$ cat src/rtl/cpu_pkg.sv
// Shared encodings for the multicycle CPU: ALU op codes, opcode/funct values,
// FSM state encoding and datapath mux selects.
package cpu_pkg;

  typedef enum logic [2:0] {
    S_IF  = 3'd0,
    S_ID  = 3'd1,
    S_EXE = 3'd2,
    S_MEM = 3'd3,
    S_WB  = 3'd4
  } state_t;

  typedef enum logic [2:0] {
    C_R, C_ALUI, C_LW, C_SW, C_BEQ, C_BNE, C_J, C_ILL
  } iclass_t;

  localparam logic [3:0] ALU_ADD = 4'b0000;
  localparam logic [3:0] ALU_SUB = 4'b0001;
  localparam logic [3:0] ALU_AND = 4'b0010;
  localparam logic [3:0] ALU_OR  = 4'b0011;
  localparam logic [3:0] ALU_XOR = 4'b0100;
  localparam logic [3:0] ALU_SLL = 4'b1000;
  localparam logic [3:0] ALU_SRL = 4'b1100;
  localparam logic [3:0] ALU_SRA = 4'b1110;

  localparam logic [5:0] OP_RTYPE = 6'h00;
  localparam logic [5:0] OP_J     = 6'h02;
  localparam logic [5:0] OP_BEQ   = 6'h04;
  localparam logic [5:0] OP_BNE   = 6'h05;
  localparam logic [5:0] OP_ADDI  = 6'h08;
  localparam logic [5:0] OP_ANDI  = 6'h0C;
  localparam logic [5:0] OP_ORI   = 6'h0D;
  localparam logic [5:0] OP_XORI  = 6'h0E;
  localparam logic [5:0] OP_LW    = 6'h23;
  localparam logic [5:0] OP_SW    = 6'h2B;

  localparam logic [5:0] F_ADD = 6'h20;
  localparam logic [5:0] F_SUB = 6'h22;
  localparam logic [5:0] F_AND = 6'h24;
  localparam logic [5:0] F_OR  = 6'h25;
  localparam logic [5:0] F_XOR = 6'h26;
  localparam logic [5:0] F_SLL = 6'h00;
  localparam logic [5:0] F_SRL = 6'h02;
  localparam logic [5:0] F_SRA = 6'h03;

  localparam logic [1:0] SRCA_PC    = 2'd0;
  localparam logic [1:0] SRCA_RS    = 2'd1;
  localparam logic [1:0] SRCA_SHAMT = 2'd2;
  localparam logic [1:0] SRCB_RT    = 2'd0;
  localparam logic [1:0] SRCB_FOUR  = 2'd1;
  localparam logic [1:0] SRCB_IMM   = 2'd2;
  localparam logic [1:0] SRCB_IMM2  = 2'd3;
  localparam logic [1:0] PCSRC_ALU  = 2'd0;
  localparam logic [1:0] PCSRC_TGT  = 2'd1;
  localparam logic [1:0] PCSRC_JMP  = 2'd2;

  // Shift ops are exactly the aluc codes with the top bit set.
  function automatic logic is_shift(input logic [3:0] aluc);
    return aluc[3];
  endfunction

endpackage

$ cat src/rtl/mc_decoder.sv
// Combinational instruction decoder: opcode/funct to instruction class,
// ALU operation, immediate extension mode and illegal flag.
module mc_decoder
  import cpu_pkg::*;
(
  input  logic [5:0] ir_op,
  input  logic [5:0] ir_func,
  output logic [2:0] dec_class,
  output logic [3:0] dec_aluc,
  output logic       dec_sext,
  output logic       dec_illegal
);

  iclass_t cls;

  always_comb begin
    cls      = C_ILL;
    dec_aluc = ALU_ADD;
    dec_sext = 1'b0;
    case (ir_op)
      OP_RTYPE: begin
        cls = C_R;
        case (ir_func)
          F_ADD:   dec_aluc = ALU_ADD;
          F_SUB:   dec_aluc = ALU_SUB;
          F_AND:   dec_aluc = ALU_AND;
          F_OR:    dec_aluc = ALU_OR;
          F_XOR:   dec_aluc = ALU_XOR;
          F_SLL:   dec_aluc = ALU_SLL;
          F_SRL:   dec_aluc = ALU_SRL;
          F_SRA:   dec_aluc = ALU_SRA;
          default: cls = C_ILL;
        endcase
      end
      OP_ADDI: begin cls = C_ALUI; dec_aluc = ALU_ADD; dec_sext = 1'b1; end
      OP_ANDI: begin cls = C_ALUI; dec_aluc = ALU_AND; end
      OP_ORI:  begin cls = C_ALUI; dec_aluc = ALU_OR;  end
      OP_XORI: begin cls = C_ALUI; dec_aluc = ALU_XOR; end
      OP_LW:   begin cls = C_LW;   dec_sext = 1'b1; end
      OP_SW:   begin cls = C_SW;   dec_sext = 1'b1; end
      OP_BEQ:  begin cls = C_BEQ;  dec_aluc = ALU_SUB; end
      OP_BNE:  begin cls = C_BNE;  dec_aluc = ALU_SUB; end
      OP_J:    cls = C_J;
      default: cls = C_ILL;
    endcase
  end

  assign dec_class   = cls;
  assign dec_illegal = (cls == C_ILL);

endmodule

$ cat src/rtl/mc_control_unit.sv
// Multicycle CPU control FSM (IF/ID/EXE/MEM/WB). Controls are decoded
// combinationally from the state register and the instruction fields.
module mc_control_unit
  import cpu_pkg::*;
(
  input  logic       clk,
  input  logic       rst_n,
  input  logic [5:0] ir_op,
  input  logic [5:0] ir_func,
  input  logic       alu_zero,
  input  logic       mem_ready,
  output logic [3:0] cu_aluc,
  output logic [1:0] cu_alusrca,
  output logic [1:0] cu_alusrcb,
  output logic       cu_sext,
  output logic       cu_iord,
  output logic       cu_wpc,
  output logic       cu_wir,
  output logic       cu_wmem,
  output logic       cu_wreg,
  output logic       cu_wtarget,
  output logic [1:0] cu_pcsrc,
  output logic       cu_regdst,
  output logic       cu_m2reg,
  output logic       cu_illegal,
  output logic [2:0] cu_state
);

  state_t     state_q, state_d;
  logic [2:0] dec_class;
  logic [3:0] dec_aluc;
  logic       dec_sext;
  logic       dec_illegal;
  iclass_t    cls;

  mc_decoder u_decoder (
    .ir_op       (ir_op),
    .ir_func     (ir_func),
    .dec_class   (dec_class),
    .dec_aluc    (dec_aluc),
    .dec_sext    (dec_sext),
    .dec_illegal (dec_illegal)
  );

  assign cls = iclass_t'(dec_class);

  // While rst_n is low every control stays at its zero default.
  always_comb begin
    state_d    = state_q;
    cu_aluc    = ALU_ADD;
    cu_alusrca = SRCA_PC;
    cu_alusrcb = SRCB_RT;
    cu_sext    = 1'b0;
    cu_iord    = 1'b0;
    cu_wpc     = 1'b0;
    cu_wir     = 1'b0;
    cu_wmem    = 1'b0;
    cu_wreg    = 1'b0;
    cu_wtarget = 1'b0;
    cu_pcsrc   = PCSRC_ALU;
    cu_regdst  = 1'b0;
    cu_m2reg   = 1'b0;
    cu_illegal = 1'b0;
    if (rst_n) begin
      case (state_q)
        S_IF: begin
          cu_alusrcb = SRCB_FOUR;
          if (mem_ready) begin
            cu_wpc  = 1'b1;
            cu_wir  = 1'b1;
            state_d = S_ID;
          end
        end
        S_ID: begin
          cu_alusrcb = SRCB_IMM2;
          cu_sext    = 1'b1;
          cu_wtarget = 1'b1;
          if (cls == C_J) begin
            cu_wpc   = 1'b1;
            cu_pcsrc = PCSRC_JMP;
            state_d  = S_IF;
          end else if (dec_illegal) begin
            cu_illegal = 1'b1;
            state_d    = S_IF;
          end else begin
            state_d = S_EXE;
          end
        end
        S_EXE: begin
          cu_aluc    = dec_aluc;
          cu_sext    = dec_sext;
          cu_alusrca = SRCA_RS;
          case (cls)
            C_R: begin
              if (is_shift(dec_aluc)) cu_alusrca = SRCA_SHAMT;
              state_d = S_WB;
            end
            C_ALUI: begin
              cu_alusrcb = SRCB_IMM;
              state_d    = S_WB;
            end
            C_LW, C_SW: begin
              cu_alusrcb = SRCB_IMM;
              state_d    = S_MEM;
            end
            C_BEQ, C_BNE: begin
              if ((cls == C_BEQ) == alu_zero) begin
                cu_wpc   = 1'b1;
                cu_pcsrc = PCSRC_TGT;
              end
              state_d = S_IF;
            end
            default: state_d = S_IF;
          endcase
        end
        S_MEM: begin
          cu_iord = 1'b1;
          cu_wmem = (cls == C_SW);
          if (mem_ready) state_d = (cls == C_LW) ? S_WB : S_IF;
        end
        S_WB: begin
          cu_wreg   = 1'b1;
          cu_regdst = (cls == C_R);
          cu_m2reg  = (cls == C_LW);
          state_d   = S_IF;
        end
        default: state_d = S_IF;
      endcase
    end
  end

  always_ff @(posedge clk) begin
    if (!rst_n) state_q <= S_IF;
    else        state_q <= state_d;
  end

  assign cu_state = rst_n ? state_q : S_IF;

endmodule
$ cat config.mk
export PLATFORM = sky130hd
export DESIGN_NAME = mc_control_unit
export DESIGN_NICKNAME = d
export VERILOG_FILES = /design/src/rtl/cpu_pkg.sv /design/src/rtl/mc_decoder.sv /design/src/rtl/mc_control_unit.sv
export SDC_FILE = /design/constraint.sdc
export NUM_CORES = 1
export LEC_CHECK = 0
export CORE_MARGIN = 5
export CORE_UTILIZATION = 37
export DETAILED_ROUTE_END_ITERATION = 16
export HOLD_SLACK_MARGIN = 0.05
export PLACE_DENSITY = 0.84
export REMOVE_ABC_BUFFERS = 1
export SLEW_MARGIN = 20
export SYNTH_ARGS = -nofsm -noshare
export SYNTH_HDL_FRONTEND = slang
export SYNTH_SLANG_ARGS = --single-unit
$ cat constraint.sdc
create_clock -name clk -period 2.55 [get_ports clk]
set_input_delay 0.765 -clock clk [delete_from_list [all_inputs] [get_ports clk]]
set_output_delay 0.765 -clock clk [all_outputs]
set_load 0.02 [all_outputs]
==> summary.md, run 1 <==
| Metric | Value |
|---|---|
| Status | `finished, violations left` |
| Failing checks | `negative setup slack` |
| Antenna-violating nets left | `0` |
| Worst Max-Slew Pin Slew | `357 ps` |
| Antenna violations before repair | `0` |
| CP arrival | `2180 ps` |
| Fin crit period | `2950 ps` |
| GRT overflow | `0` |
| CTS tree | `done` |
| Psw | `154 µW` |
| Setup tns final | `-2310 ps` |
| Fill cells | `91` |
| GP Congestion | `0.866` |
| Drt pass-1 iters | `12` |
| Hold bufs inserted after CTS | `0` |
| Post-synth ARST share | `0` |
| EDFF count, synth | `0` |
| Vias in the first global route | `1605` |
| Iter 0 DRT Violations | `111` |
| Leading cell type by number of instances after synthesis | `nor2_1` |
| Avg Inst Size Synth | `6.34 µm²` |
| Post-Route Utilization | `0.916` |
| Crit path launch type | `input port` |
| Commonest cells post-synth | `19 x nor2_1, 11 x nand2_1, 9 x a21oi_1, 9 x nand2b_1, 9 x nor3_1` |
| Switching part of the total power | `0.390` |
| Largest area contributor in the netlist | `nor2_1` |
| Largest net degree at the start of global routing | `10` |
| Max clock buf depth | `2` |
| Final Skew | `0.978 ps` |
| Root Driver | `clkbuf_4` |
| Seq cells post-synth | `3` |
| Slew HR | `0.760` |
| Die W | `57.7 µm` |
| Area contributors post-synth | `nor2_1 8.5%, dfxtp_1 7.1%, nand2b_1 6.7%, a21oi_1 5.3%, nor3_1 5.3%` |
| Number of buffers added on ports | `38` |
| Clock sink count | `3` |
| Core area | `2190 µm²` |
| Inserted Diodes | `0` |
| Average routed wire per standard cell | `19.8 µm` |
| Clk slew on worst S/H paths | `40 ps` |
| Post-Syn Area | `843 µm²` |
| Clock power share | `0.221` |
| Post-synthesis sequential area ratio | `0.0712` |
| Global-route wire length before repair | `7.42 mm` |
| Syn-to-layout area delta | `138%` |
| Nets@finish | `256` |
| Io pins | `39` |
| Biggest regs | `state_q: 3 flops` |
| DR vias/cell | `5.91` |
| All-Layer GR Usage | `0.285` |
| DP Area | `1560 µm²` |
| Max_cap viols | `0` |
| Final hold vios | `0` |
| Worst hold slack | `664 ps` |
| DP HPWL | `2.71 mm` |
| Layout cell share with drive strength beyond 1 | `0.657` |
| Flop pwr share | `0.125` |
| Setup crit end kind | `output pin` |
| CP Class | `input port to output pin` |
| Via Count | `1578` |
| Final setup viols | `12` |
| Comb pwr share | `0.654` |
| Post-route DRC | `0` |
| CP max FO | `7` |
| Share of the synthesized area in the top cell type | `0.0846` |
| CTS H-tree depth | `1` |
| Crit path required time | `1790 ps` |
| Top FF cell, synth | `dfxtp_1` |
| Synthesized netlist cell count | `133` |
| RSZ-0062 raised after global routing | `yes` |
| Routed WL | `5.28 mm` |
| Hold WC Path Type | `flop to flop` |
| F_max | `339 MHz` |
| Yosys warns | `0` |
| Leak | `0.933 nW` |
| VDD IR max | `0.181 mV` |
| Total power | `395 µW` |
| Site Rows | `17` |
| Synth unique cells | `47` |
| Die area | `3330 µm²` |
| Cell area after layout | `2010 µm²` |
| Most flops, register | `state_q` |
| Slew Viols, Final | `0` |
| Die Ht | `57.7 µm` |
| Tcrit/Tclk final | `1.16` |
| Starting density of the core | `0.385` |
| Latest clock arrival within the worst-skew pair | `230 ps` |
| Max FFs per register | `3` |
| Setup WS post-layout | `-400 ps` |
| Pwr per Cell Area | `197 nW/µm²` |
| Internal power | `241 µW` |
| TritonCTS Buffers | `3` |
-- power by group through the flow --
stage               Sequential [mW]  Combinational, mW  Clock (mW)
finish                       0.0493              0.259      0.0873
global route                 0.0493              0.270      0.0935
CTS                          0.0492              0.221      0.0866
detailed placement           0.0499              0.173           0
global placement             0.0500              0.168           0
floorplan                    0.0510             0.0608           0
-- through the flow --
stage          cells  worst slack [ps]
6_report         267              -400
5_1_grt          267              -408
4_1_cts          262              -277
3_5_place_dp     239             -1250
3_3_place_gp     239             -1200
2_1_floorplan    125              -315
-- final cells by class --
| class | count | area (µm²) | share of cell area |
|---|---|---|---|
| clock buffer | 4 | 26.3 | 0.0131 |
| sequential | 3 | 60.1 | 0.0299 |
| multi-input combinational | 115 | 923 | 0.460 |
| tap | 28 | 35.0 | 0.0175 |
| timing repair buffer | 110 | 936 | 0.466 |
| inverter | 7 | 26.3 | 0.0131 |
-- cells by family after synthesis --
family / share of synthesized area
and+or+nand+nor: 0.545
AOI/OAI and AO/OA: 0.257
buffers and inverters: 0.102
DFF: 0.0712
muxes: 0.0252
-- path summary, 6_finish.rpt --
check,from,endpoint,slack [ps],cells past startpoint
max reg2reg,state_q[1]$_SDFFE_PN0P_,state_q[2]$_SDFFE_PN0P_,990,6
min reg2reg,state_q[2]$_SDFFE_PN0P_,state_q[1]$_SDFFE_PN0P_,660,2
max,ir_op[1],cu_wpc,-400,9
min,state_q[2]$_SDFFE_PN0P_,state_q[1]$_SDFFE_PN0P_,660,2
-- routing by layer --
| metal | part of all wire | GRT usage | up-vias |
|---|---|---|---|
| li1 | - | - | 693 |
| met1 | 0.39 | 0.306 | 729 |
| met2 | 0.46 | 0.505 | 115 |
| met3 | 0.081 | 0.0579 | 41 |
| met4 | 0.064 | 0.179 | 0 |
| met5 | 0 | 0 | - |
-- placed cells by master (no fill, tap or decap), types with 3 or more instances in the layout --
cell type | Yosys | final
nor3_1 | 9 | 3
nor3_2 | 1 | 6
nand3_2 | 0 | 3
dfxtp_1 | 3 | 3
inv_1 | 6 | 4
nand2_1 | 11 | 8
clkbuf_4 | 0 | 3
dlygate4sd2_1 | 0 | 5
buf_2 | 3 | 9
nand2b_1 | 9 | 6
nor2b_1 | 5 | 4
a21oi_2 | 0 | 6
buf_4 | 1 | 67
nor2_1 | 19 | 14
a31oi_1 | 4 | 3
clkdlybuf4s50_1 | 0 | 4
and2_1 | 4 | 3
o21ai_1 | 0 | 4
nor2_4 | 0 | 5
a21oi_1 | 9 | 3
inv_2 | 1 | 3
nand2b_4 | 0 | 3
buf_6 | 3 | 18
buf_8 | 0 | 3
-- repair_timing --
item / CTS / global route
endpoints found under the setup margin: 23 / 18
pin swaps: 30 / 19
setup buffers: 19 / 9
endpoints found under the hold margin: 0 / 0
gates resized for setup: 190 / 40
-- critical path, stage by stage --
cell     delay, ps
buf_12         110
buf_6          100
and2b_1        220
buf_4          120
nand4_1        140
nor2_1         240
mux2i_2        120
a21oi_1        180
buf_4          170
No activity file was read; power rests on OpenSTA's default activity.
==> run 2: changes to the inputs <==
--- a/config.mk
+++ b/config.mk
@@ -6,10 +6,10 @@
 export NUM_CORES = 1
 export LEC_CHECK = 0
 export CORE_MARGIN = 5
-export CORE_UTILIZATION = 37
+export CORE_UTILIZATION = 35
 export DETAILED_ROUTE_END_ITERATION = 16
 export HOLD_SLACK_MARGIN = 0.05
-export PLACE_DENSITY = 0.84
+export PLACE_DENSITY = 0.8
 export REMOVE_ABC_BUFFERS = 1
 export SLEW_MARGIN = 20
 export SYNTH_ARGS = -nofsm -noshare
==> run 2 against run 1 <==
- the run still ends with negative setup slack left
- maximum frequency fell by 1.1%
- worst setup slack got worse by 33 ps
- register-to-register slack got worse by 240 ps
- die area rose by 4.7%
- global-route usage rose by 1.1 points
- critical path depth did not move
- worst hold slack improved by 58 ps
- sequential share of layout area barely moved
- clock skew rose by 2.4 ps
- routed wire length rose by 9.5%
- critical path type unchanged
- largest cell class is now multi-input gates
==> summary.md, run 2 (synthesis results as in run 1) <==
| Metric | Value |
|---|---|
| Status | `finished, violations left` |
| Failing checks | `negative setup slack` |
| Crit path launch type | `input port` |
| Latest clock arrival within the worst-skew pair | `250 ps` |
| Post-Route Utilization | `0.893` |
| Antenna violations before repair | `0` |
| Clock sink count | `3` |
| Hold WC Path Type | `flop to flop` |
| Commonest cells after routing, fill and taps aside | `65 x buf_4, 17 x buf_6, 14 x nor2_1` |
| Comb pwr share | `0.645` |
| Fin crit period | `2980 ps` |
| Final setup viols | `14` |
| Io pins | `39` |
| CP max FO | `6` |
| Nets@finish | `250` |
| Antenna-violating nets left | `0` |
| Number of buffers added on ports | `38` |
| GP Congestion | `0.887` |
| Multi-input gate area | `958 µm²` |
| Tcrit/Tclk final | `1.17` |
| Largest net degree at the start of global routing | `11` |
| Worst Max-Slew Pin Slew | `380 ps` |
| F_max | `335 MHz` |
| Layout cell share with drive strength beyond 1 | `0.652` |
| Post-route DRC | `0` |
| RSZ-0062 raised after global routing | `yes` |
| GRT overflow | `0` |
| CTS H-tree depth | `1` |
| Vias in the first global route | `1597` |
| CP Class | `input port to output pin` |
| Pwr per Cell Area | `201 nW/µm²` |
| Die area | `3490 µm²` |
| Average routed wire per standard cell | `22.1 µm` |
| Switching part of the total power | `0.415` |
| Biggest regs | `state_q: 3 flops` |
| Register area | `60.1 µm²` |
| Flop pwr share | `0.123` |
| Psw | `168 µW` |
| Setup tns final | `-2460 ps` |
| All-Layer GR Usage | `0.296` |
| Clock power share | `0.232` |
| CP arrival | `2220 ps` |
| Routed WL | `5.78 mm` |
| Max clock buf depth | `2` |
| Setup WS post-layout | `-433 ps` |
| CTS tree | `done` |
| Die W | `59.1 µm` |
| Drt pass-1 iters | `4` |
| Hold bufs inserted after CTS | `0` |
| Fill cells | `107` |
| Clk slew on worst S/H paths | `40 ps` |
| Core area | `2250 µm²` |
| Final Skew | `3.35 ps` |
| Max FFs per register | `3` |
| Site Rows | `17` |
| Crit path required time | `1790 ps` |
| Final hold vios | `0` |
| Slew Viols, Final | `0` |
| Commonest non-fill, non-tap cell in the layout | `buf_4` |
| DP HPWL | `2.92 mm` |
| Via Count | `1624` |
| Die Ht | `59.1 µm` |
| Most flops, register | `state_q` |
| Syn-to-layout area delta | `139%` |
| Inserted Diodes | `0` |
| Starting density of the core | `0.374` |
| DR vias/cell | `6.22` |
| Setup crit end kind | `output pin` |
| Max_cap viols | `0` |
| Slew HR | `0.746` |
| Internal power | `237 µW` |
| Global-route wire length before repair | `7.84 mm` |
| Iter 0 DRT Violations | `153` |
| Leak | `0.905 nW` |
| VDD IR max | `0.249 mV` |
| TritonCTS Buffers | `3` |
| Root Driver | `clkbuf_4` |
run 2: cell count changes in the layout (fill, tap and decap cells not counted), sizes merged:
| cell | previous run | this run |
|---|---|---|
| clkdlybuf4s15 | 1 | 2 |
| clkbuf | 5 | 4 |
| dlymetal6s2s | 0 | 1 |
| buf | 99 | 92 |
run 2: per-stage QoR:
| stage | cell area [µm²] | std cells | hold WS [ps] | setup WS [ps] | power (mW) |
|---|---|---|---|---|---|
| 2_1_floorplan | 783 | 125 | 529 | -315 | 0.112 |
| 3_3_place_gp | 1600 | 244 | 640 | -1160 | 0.222 |
| 3_5_place_dp | 1600 | 244 | 647 | -1250 | 0.228 |
| 4_1_cts | 1860 | 259 | 689 | -241 | 0.361 |
| 5_1_grt | 2010 | 261 | 740 | -446 | 0.419 |
| 6_report | 2010 | 261 | 723 | -433 | 0.405 |
run 2: area by class of cell:
type,instances,share of cell area
multi-input cells,115,0.476
repair buffers,104,0.451
flip-flops and latches,3,0.0298
well taps,28,0.0174
clock buffers,4,0.0131
inverters,7,0.0131
run 2: critical path, stage by stage:
cell and delay, ps:
buf_12 110, buf_8 120, and2b_2 220, buf_4 110
nand4_1 180, nor2_1 260, mux2i_2 130, nor2_1 150
buf_4 170
run 2: layer usage:
layer	global-route usage	wire length [µm]
met3	0.0436	368
met5	0	0
met4	0.168	374
met2	0.524	2820
met1	0.333	2210
run 2: power groups by stage:
stage                     Combinational [mW]  Sequential (mW)  Clock, mW
after floorplan                       0.0608           0.0510          0
after global placement                 0.172           0.0503          0
after detailed placement               0.178           0.0502          0
after CTS                              0.218           0.0496     0.0930
after global routing                   0.271           0.0499     0.0981
final                                  0.261           0.0499     0.0937
run 2: final timing paths:
path / startpoint / end / slack [ps] / cells past startpoint
setup / recovery: ir_op[1] / cu_pcsrc[0] / -430 / 9
hold / removal: state_q[1]$_SDFFE_PN0P_ / state_q[1]$_SDFFE_PN0P_ / 720 / 3
setup reg to reg: state_q[2]$_SDFFE_PN0P_ / state_q[2]$_SDFFE_PN0P_ / 750 / 7
hold reg to reg: state_q[1]$_SDFFE_PN0P_ / state_q[1]$_SDFFE_PN0P_ / 720 / 3
run 2: what timing repair did:
action	4_1_cts	5_1_grt
setup buffers	11	2
pin swaps	27	9
gates resized for setup	201	33
endpoints found under the setup margin	23	16
